===== src/rtl/uart_pkg.sv =====
// Shared UART definitions: receiver FSM encoding, frame constants and the baud divisor helper.
package uart_pkg;

  localparam int DATA_BITS      = 8;
  localparam int OVERSAMPLE_DEF = 16;

  typedef enum logic [2:0] {
    ST_IDLE,
    ST_START,
    ST_DATA,
    ST_PARITY,
    ST_STOP,
    ST_BREAK
  } rx_state_e;

  // Floor divide; a divisor below 1 would never tick, so it is held at 1.
  function automatic int calc_tick_div(input int clk_freq, input int baud, input int os);
    int d;
    d = clk_freq / (baud * os);
    return (d < 1) ? 1 : d;
  endfunction

endpackage


===== src/rtl/uart_baud_tick.sv =====
// Oversample enable generator: one-clk tick every DIV clocks, phase reset by clr_i.
module uart_baud_tick #(
  parameter int DIV = 1
) (
  input  logic clk_i,
  input  logic rst_i,
  input  logic clr_i,
  output logic tick_o
);

  localparam int CW = (DIV > 1) ? $clog2(DIV) : 1;
  localparam logic [CW-1:0] CNT_LAST = CW'(DIV - 1);

  logic [CW-1:0] cnt_q, cnt_d;

  assign tick_o = (cnt_q == CNT_LAST);

  always_comb begin
    cnt_d = cnt_q + 1'b1;
    if (clr_i || tick_o) cnt_d = '0;
  end

  always_ff @(posedge clk_i or posedge rst_i) begin
    if (rst_i) cnt_q <= '0;
    else       cnt_q <= cnt_d;
  end

endmodule


===== src/rtl/uart_rx.sv =====
// Oversampling 8N1 UART receiver, link partner of uart_tx.
// Define UART_RX_PARITY_EN for an even-parity bit after the data and an rx_parity_err output.
module uart_rx
  import uart_pkg::*;
#(
  parameter int CLK_FREQ   = 125000000,
  parameter int BAUD_RATE  = 115200,
  parameter int OVERSAMPLE = OVERSAMPLE_DEF
) (
  input  logic                 clk,
  input  logic                 reset,
  input  logic                 rx,
  output logic [DATA_BITS-1:0] rx_data,
  output logic                 rx_valid,
  output logic                 rx_frame_err,
  output logic                 rx_busy
`ifdef UART_RX_PARITY_EN
  ,
  output logic                 rx_parity_err
`endif
);

  localparam int TICK_DIV = calc_tick_div(CLK_FREQ, BAUD_RATE, OVERSAMPLE);
  localparam int SW       = $clog2(OVERSAMPLE);
  localparam int BW       = $clog2(DATA_BITS);
  localparam logic [SW-1:0] HALF_LAST = SW'(OVERSAMPLE / 2 - 1);
  localparam logic [SW-1:0] FULL_LAST = SW'(OVERSAMPLE - 1);
  localparam logic [BW-1:0] BIT_LAST  = BW'(DATA_BITS - 1);

  logic                 s1_q, s2_q, rxs;
  logic [1:0]           warm_q;
  logic                 seen_hi_q, seen_hi_d;
  rx_state_e            state_q, state_d;
  logic [SW-1:0]        samp_q, samp_d;
  logic [BW-1:0]        bit_q, bit_d;
  logic [DATA_BITS-1:0] shift_q, shift_d;
  logic [DATA_BITS-1:0] data_q, data_d;
  logic                 valid_q, valid_d;
  logic                 ferr_q, ferr_d;
  logic                 busy_q, busy_d;
  logic                 tick, tick_clr;
`ifdef UART_RX_PARITY_EN
  logic                 par_q, par_d;
  logic                 perr_q, perr_d;
`endif

  uart_baud_tick #(.DIV(TICK_DIV)) u_tick (
    .clk_i  (clk),
    .rst_i  (reset),
    .clr_i  (tick_clr),
    .tick_o (tick)
  );

  assign rxs = s2_q;

  // Synchroniser flops reset high, so they hold no real line history until
  // warm_q has seen two clocks; only then may a high level qualify start edges.
  assign seen_hi_d = seen_hi_q | (warm_q[1] & rxs);

  always_comb begin
    state_d  = state_q;
    samp_d   = samp_q;
    bit_d    = bit_q;
    shift_d  = shift_q;
    data_d   = data_q;
    valid_d  = 1'b0;
    ferr_d   = 1'b0;
    tick_clr = 1'b0;
`ifdef UART_RX_PARITY_EN
    par_d    = par_q;
    perr_d   = 1'b0;
`endif
    case (state_q)
      ST_IDLE: begin
        if (seen_hi_q && !rxs) begin
          state_d  = ST_START;
          samp_d   = '0;
          tick_clr = 1'b1;
        end
      end
      ST_START: begin
        if (tick) begin
          if (samp_q == HALF_LAST) begin
            samp_d  = '0;
            bit_d   = '0;
            state_d = rxs ? ST_IDLE : ST_DATA;
          end else begin
            samp_d = samp_q + 1'b1;
          end
        end
      end
      ST_DATA: begin
        if (tick) begin
          if (samp_q == FULL_LAST) begin
            samp_d  = '0;
            shift_d = {rxs, shift_q[DATA_BITS-1:1]};
            if (bit_q == BIT_LAST) begin
`ifdef UART_RX_PARITY_EN
              state_d = ST_PARITY;
`else
              state_d = ST_STOP;
`endif
            end else begin
              bit_d = bit_q + 1'b1;
            end
          end else begin
            samp_d = samp_q + 1'b1;
          end
        end
      end
`ifdef UART_RX_PARITY_EN
      ST_PARITY: begin
        if (tick) begin
          if (samp_q == FULL_LAST) begin
            samp_d  = '0;
            par_d   = rxs;
            state_d = ST_STOP;
          end else begin
            samp_d = samp_q + 1'b1;
          end
        end
      end
`endif
      ST_STOP: begin
        if (tick) begin
          if (samp_q == FULL_LAST) begin
            samp_d = '0;
            if (rxs) begin
              data_d  = shift_q;
              valid_d = 1'b1;
`ifdef UART_RX_PARITY_EN
              perr_d  = ^{shift_q, par_q};
`endif
              state_d = ST_IDLE;
            end else begin
              ferr_d  = 1'b1;
              state_d = ST_BREAK;
            end
          end else begin
            samp_d = samp_q + 1'b1;
          end
        end
      end
      // A held-low line must not be decoded as a stream of 0x00 frames.
      ST_BREAK: begin
        if (rxs) state_d = ST_IDLE;
      end
      default: state_d = ST_IDLE;
    endcase
    busy_d = (state_d != ST_IDLE);
  end

  always_ff @(posedge clk or posedge reset) begin
    if (reset) begin
      s1_q      <= 1'b1;
      s2_q      <= 1'b1;
      warm_q    <= '0;
      seen_hi_q <= 1'b0;
      state_q   <= ST_IDLE;
      samp_q    <= '0;
      bit_q     <= '0;
      shift_q   <= '0;
      data_q    <= '0;
      valid_q   <= 1'b0;
      ferr_q    <= 1'b0;
      busy_q    <= 1'b0;
`ifdef UART_RX_PARITY_EN
      par_q     <= 1'b0;
      perr_q    <= 1'b0;
`endif
    end else begin
      s1_q      <= rx;
      s2_q      <= s1_q;
      warm_q    <= {warm_q[0], 1'b1};
      seen_hi_q <= seen_hi_d;
      state_q   <= state_d;
      samp_q    <= samp_d;
      bit_q     <= bit_d;
      shift_q   <= shift_d;
      data_q    <= data_d;
      valid_q   <= valid_d;
      ferr_q    <= ferr_d;
      busy_q    <= busy_d;
`ifdef UART_RX_PARITY_EN
      par_q     <= par_d;
      perr_q    <= perr_d;
`endif
    end
  end

  assign rx_data      = data_q;
  assign rx_valid     = valid_q;
  assign rx_frame_err = ferr_q;
  assign rx_busy      = busy_q;
`ifdef UART_RX_PARITY_EN
  assign rx_parity_err = perr_q;
`endif

endmodule

===== config.mk =====
export PLATFORM = sky130hd
export DESIGN_NAME = uart_rx
export DESIGN_NICKNAME = d
export VERILOG_FILES = /design/src/rtl/uart_pkg.sv /design/src/rtl/uart_baud_tick.sv /design/src/rtl/uart_rx.sv
export SDC_FILE = /design/constraint.sdc
export NUM_CORES = 1
export LEC_CHECK = 0
export CAP_MARGIN = 20
export CORE_MARGIN = 3
export CORE_UTILIZATION = 25
export CTS_CLUSTER_DIAMETER = 200
export DETAILED_ROUTE_END_ITERATION = 10
export PLACE_DENSITY_LB_ADDON = 0.08
export SLEW_MARGIN = 30
export SYNTH_ARGS = -nofsm -noshare
export SYNTH_HDL_FRONTEND = slang
export SYNTH_SLANG_ARGS = --single-unit

===== constraint.sdc =====
create_clock -name clk -period 2.49 [get_ports clk]
set_clock_uncertainty 0.1 [all_clocks]
set_input_delay 0.249 -clock clk [delete_from_list [all_inputs] [get_ports clk]]
set_output_delay 0.249 -clock clk [all_outputs]
set_load 0.1 [all_outputs]

==> flow_summary.yaml <==
outcome:
  status: "finished clean"
sta:
  setup_viol: 0
  fmax_ghz: 0.479
  min_period_ns: 2.09
  worst_pin_slew_ns: 0.530
  rsz0062_at_grt: "no"
  hold_slack_ns: 0.252
  slew_violations: 0
  hold_viol: 0
  fin_setup_tns_ns: 0
  slew_headroom_pct: 64.7
  period_share_pct: 83.9
die:
  die_h_um: 92.8
  fp.coreArea_mm2: 0.00729
  die-area_mm2: 0.00861
  placement_rows: 31
  die_w_um: 92.8
  start_util_pct: 25.8
  design.portCount: 14
finish:
  layout-drive-gt1-share_pct: 25.4
  area.growth.synth_to_final_pct: 16.6
  nets: 188
  nFillCells: 798
  post-route-util_pct: 30.1
  num_antenna_cells: 0
  fin_cells: 280
global_route:
  grt_pass1_wl_um: 5910
  grt.overflow.total: 0
  grt_usage_pct: 8.81
  grt_max_degree: 42
  antenna_found_initial: 0
  first_global_vias: 1183
synthesis:
  yosysTopAreaCellShare_pct: 51.8
  ys.warnings.count: 0
  ys_ff_latch: 41
  synth.avg_cell_area_um2: 11.5
  synth_top_area_cell: "dfrtp_1"
  synth_edf_count: 0
  yosysSeqAreaShare_pct: 54.6
  synthTopCellsByCount: "39 x dfrtp_1, 18 x nand2_1, 16 x mux2_2, 16 x nor2_1"
  syn_area_mm2: 0.00188
  async_flop_share_pct: 100
  synth_nets: 172
  postSynthCellCount: 164
  synth_ff_type: "dfrtp_1"
  synth_cell_types: 40
  yosysMostFrequentCell: "dfrtp_1"
  synthTopCellsByArea: "dfrtp_1 52%, mux2_2 9.6%, nand2_1 3.6%, ha_1 3.3%, nor2_1 3.2%"
placement:
  placement.io_buffers: 13
  gp_congestion: 0.790
  dp.final_hpwl_um: 2350
  dp.cells: 272
clocking:
  cts_resized: 0
  clkTransAtPathRegs_ns: 0.08
  ctsHtreeMaxLevel: 2
  cts_hold_buf: 0
  cts_root_buf: "clkbuf_8"
  clk_path_buf_depth: 2
  numCtsBuffers: 5
  clock-sinks: 41
  cts_tree: "yes"
  cts_setup_buffers: 0
  clk_latency_ns: 0.30
pwr:
  p_int_mw: 1.14
  comb_power_share_pct: 12.4
  max-vdd-ir-drop_mv: 0.219
  p_per_area_mw_per_mm2: 712
  fin_total_pwr_mw: 1.56
  leakagePower_nw: 1.02
  p_sw_uw: 425
  p_seq_share_pct: 52.9
  p_sw_share_pct: 27.2
  clkPwrFrac_pct: 34.7
worst_setup_path:
  worst-r2r-cell-count: 4
  crit_fanout: 9
  start_kind: "flop"
  r2r-end: "shift_q[6]$_DFFE_PP0P_"
  cp.required_ns: 2.57
  crit_arrival_ns: 2.17
  timing.rr.start: "u_tick.cnt_q[3]$_DFF_PP0_"
  ff2ff_setup_slack_ns: 0.40
  crit_type: "reg -> reg"
  end_kind: "flop"
drt:
  totalWireLength_um: 3400
  drt-wirelength-per-cell_um: 12.1
  top_layer_used: "met4"
  first_pass_iters: 4
  wl_met2_um: 1490
  via_count: 1204
  drc: 0
  ant_nets: 0
  met1_length_um: 1720
  wl_met3_um: 131
  routed_via_density: 4.30
  first_iter_violations: 51
worst_hold_path:
  min_path_type: "in -> reg"
  worstHoldStart: "rx"
  holdPathStages: 1
  holdPathEnd: "s1_q$_DFF_PP1_"
job:
  maxCapViolations: 0
-- sequential cells by signal, indices dropped and copies added, names as in the netlist --
signal and cells:
s1_q 1, rxs 1, rx_busy 1, samp_q 4, shift_q 8, warm_q 2
rx_frame_err 1, rx_data 8, state_q 3, bit_q 3, rx_valid 1, u_tick.cnt_q 7
seen_hi_q 1
-- layer usage --
| layer | GRT usage [%] | up-vias |
|---|---|---|
| li1 | - | 588 |
| met1 | 12.6 | 591 |
| met2 | 12.4 | 19 |
| met3 | 2.68 | 6 |
| met4 | 3.30 | 0 |
| met5 | 0 | - |
-- area by class of cell --
type / instances / area [um^2] / area share, %
clock buffer: 6 / 72.6 / 3.30
timing repair buffer: 15 / 118 / 5.35
clock inverter: 2 / 38.8 / 1.77
sequential: 41 / 1030 / 46.8
inverter: 7 / 26.3 / 1.20
tap: 99 / 124 / 5.64
multi-input combinational: 110 / 790 / 35.9
-- how the worst max path moves through the flow --
stage,startpoint,endpoint,slack [ns]
after floorplan,u_tick.cnt_q[3]$_DFF_PP0_,shift_q[0]$_DFFE_PP0P_,0.67
final,u_tick.cnt_q[3]$_DFF_PP0_,shift_q[6]$_DFFE_PP0P_,0.40
after global routing,u_tick.cnt_q[3]$_DFF_PP0_,shift_q[6]$_DFFE_PP0P_,0.29
after CTS,u_tick.cnt_q[3]$_DFF_PP0_,shift_q[4]$_DFFE_PP0P_,0.38
after detailed placement,u_tick.cnt_q[3]$_DFF_PP0_,shift_q[6]$_DFFE_PP0P_,0.40
after global placement,u_tick.cnt_q[3]$_DFF_PP0_,shift_q[0]$_DFFE_PP0P_,0.44
-- worst max-delay path, stage by stage, from the launching register on --
cell and delay, ns:
dfrtp_1 0.45, nor4_4 0.39, and2_4 0.24, and3_1 0.41, mux2_2 0.38
-- cell usage in the layout, fill, tap and decap left out, types with 2 or more instances in the layout --
master and instances:
nand2_1 18, o21ai_0 2, o22ai_1 2, nor2_1 16, dfstp_2 2, nor3b_1 2
mux2i_1 2, ha_1 5, buf_4 13, dfrtp_1 39, inv_1 7, nand2b_1 2
xnor2_1 4, a21oi_1 4, nand3_1 7, a21boi_0 3, mux2_2 16, clkdlybuf4s50_1 2
clkbuf_8 5, and3_1 3, o21ai_1 3, xor2_1 2, nor3b_2 2
-- cells by family after synthesis --
kind of cell | Yosys count | share of synthesized area (%)
simple gates | 61 | 18.6
fa+ha+maj | 5 | 3.32
buf+inv | 13 | 3.52
other cells | 1 | 0.199
mux | 18 | 10.6
compound gates | 19 | 6.37
flops | 41 | 54.6
xor+xnor | 6 | 2.79
-- per-stage QoR --
stage	instance area (um^2)	setup WS, ns
after floorplan	1880	0.672
after CTS	2200	0.381
final	2200	0.400
after global placement	2090	0.441
after detailed placement	2090	0.397
after global routing	2200	0.289
-- power by group through the flow --
| stage | registers [mW] | clock network, mW | logic (mW) |
|---|---|---|---|
| 2_1_floorplan | 0.823 | 0 | 0.165 |
| 3_3_place_gp | 0.838 | 0 | 0.192 |
| 3_5_place_dp | 0.843 | 0 | 0.196 |
| 4_1_cts | 0.829 | 0.568 | 0.198 |
| 5_1_grt | 0.841 | 0.598 | 0.232 |
| 6_report | 0.828 | 0.543 | 0.193 |
No activity file was read; power rests on OpenSTA's default activity.
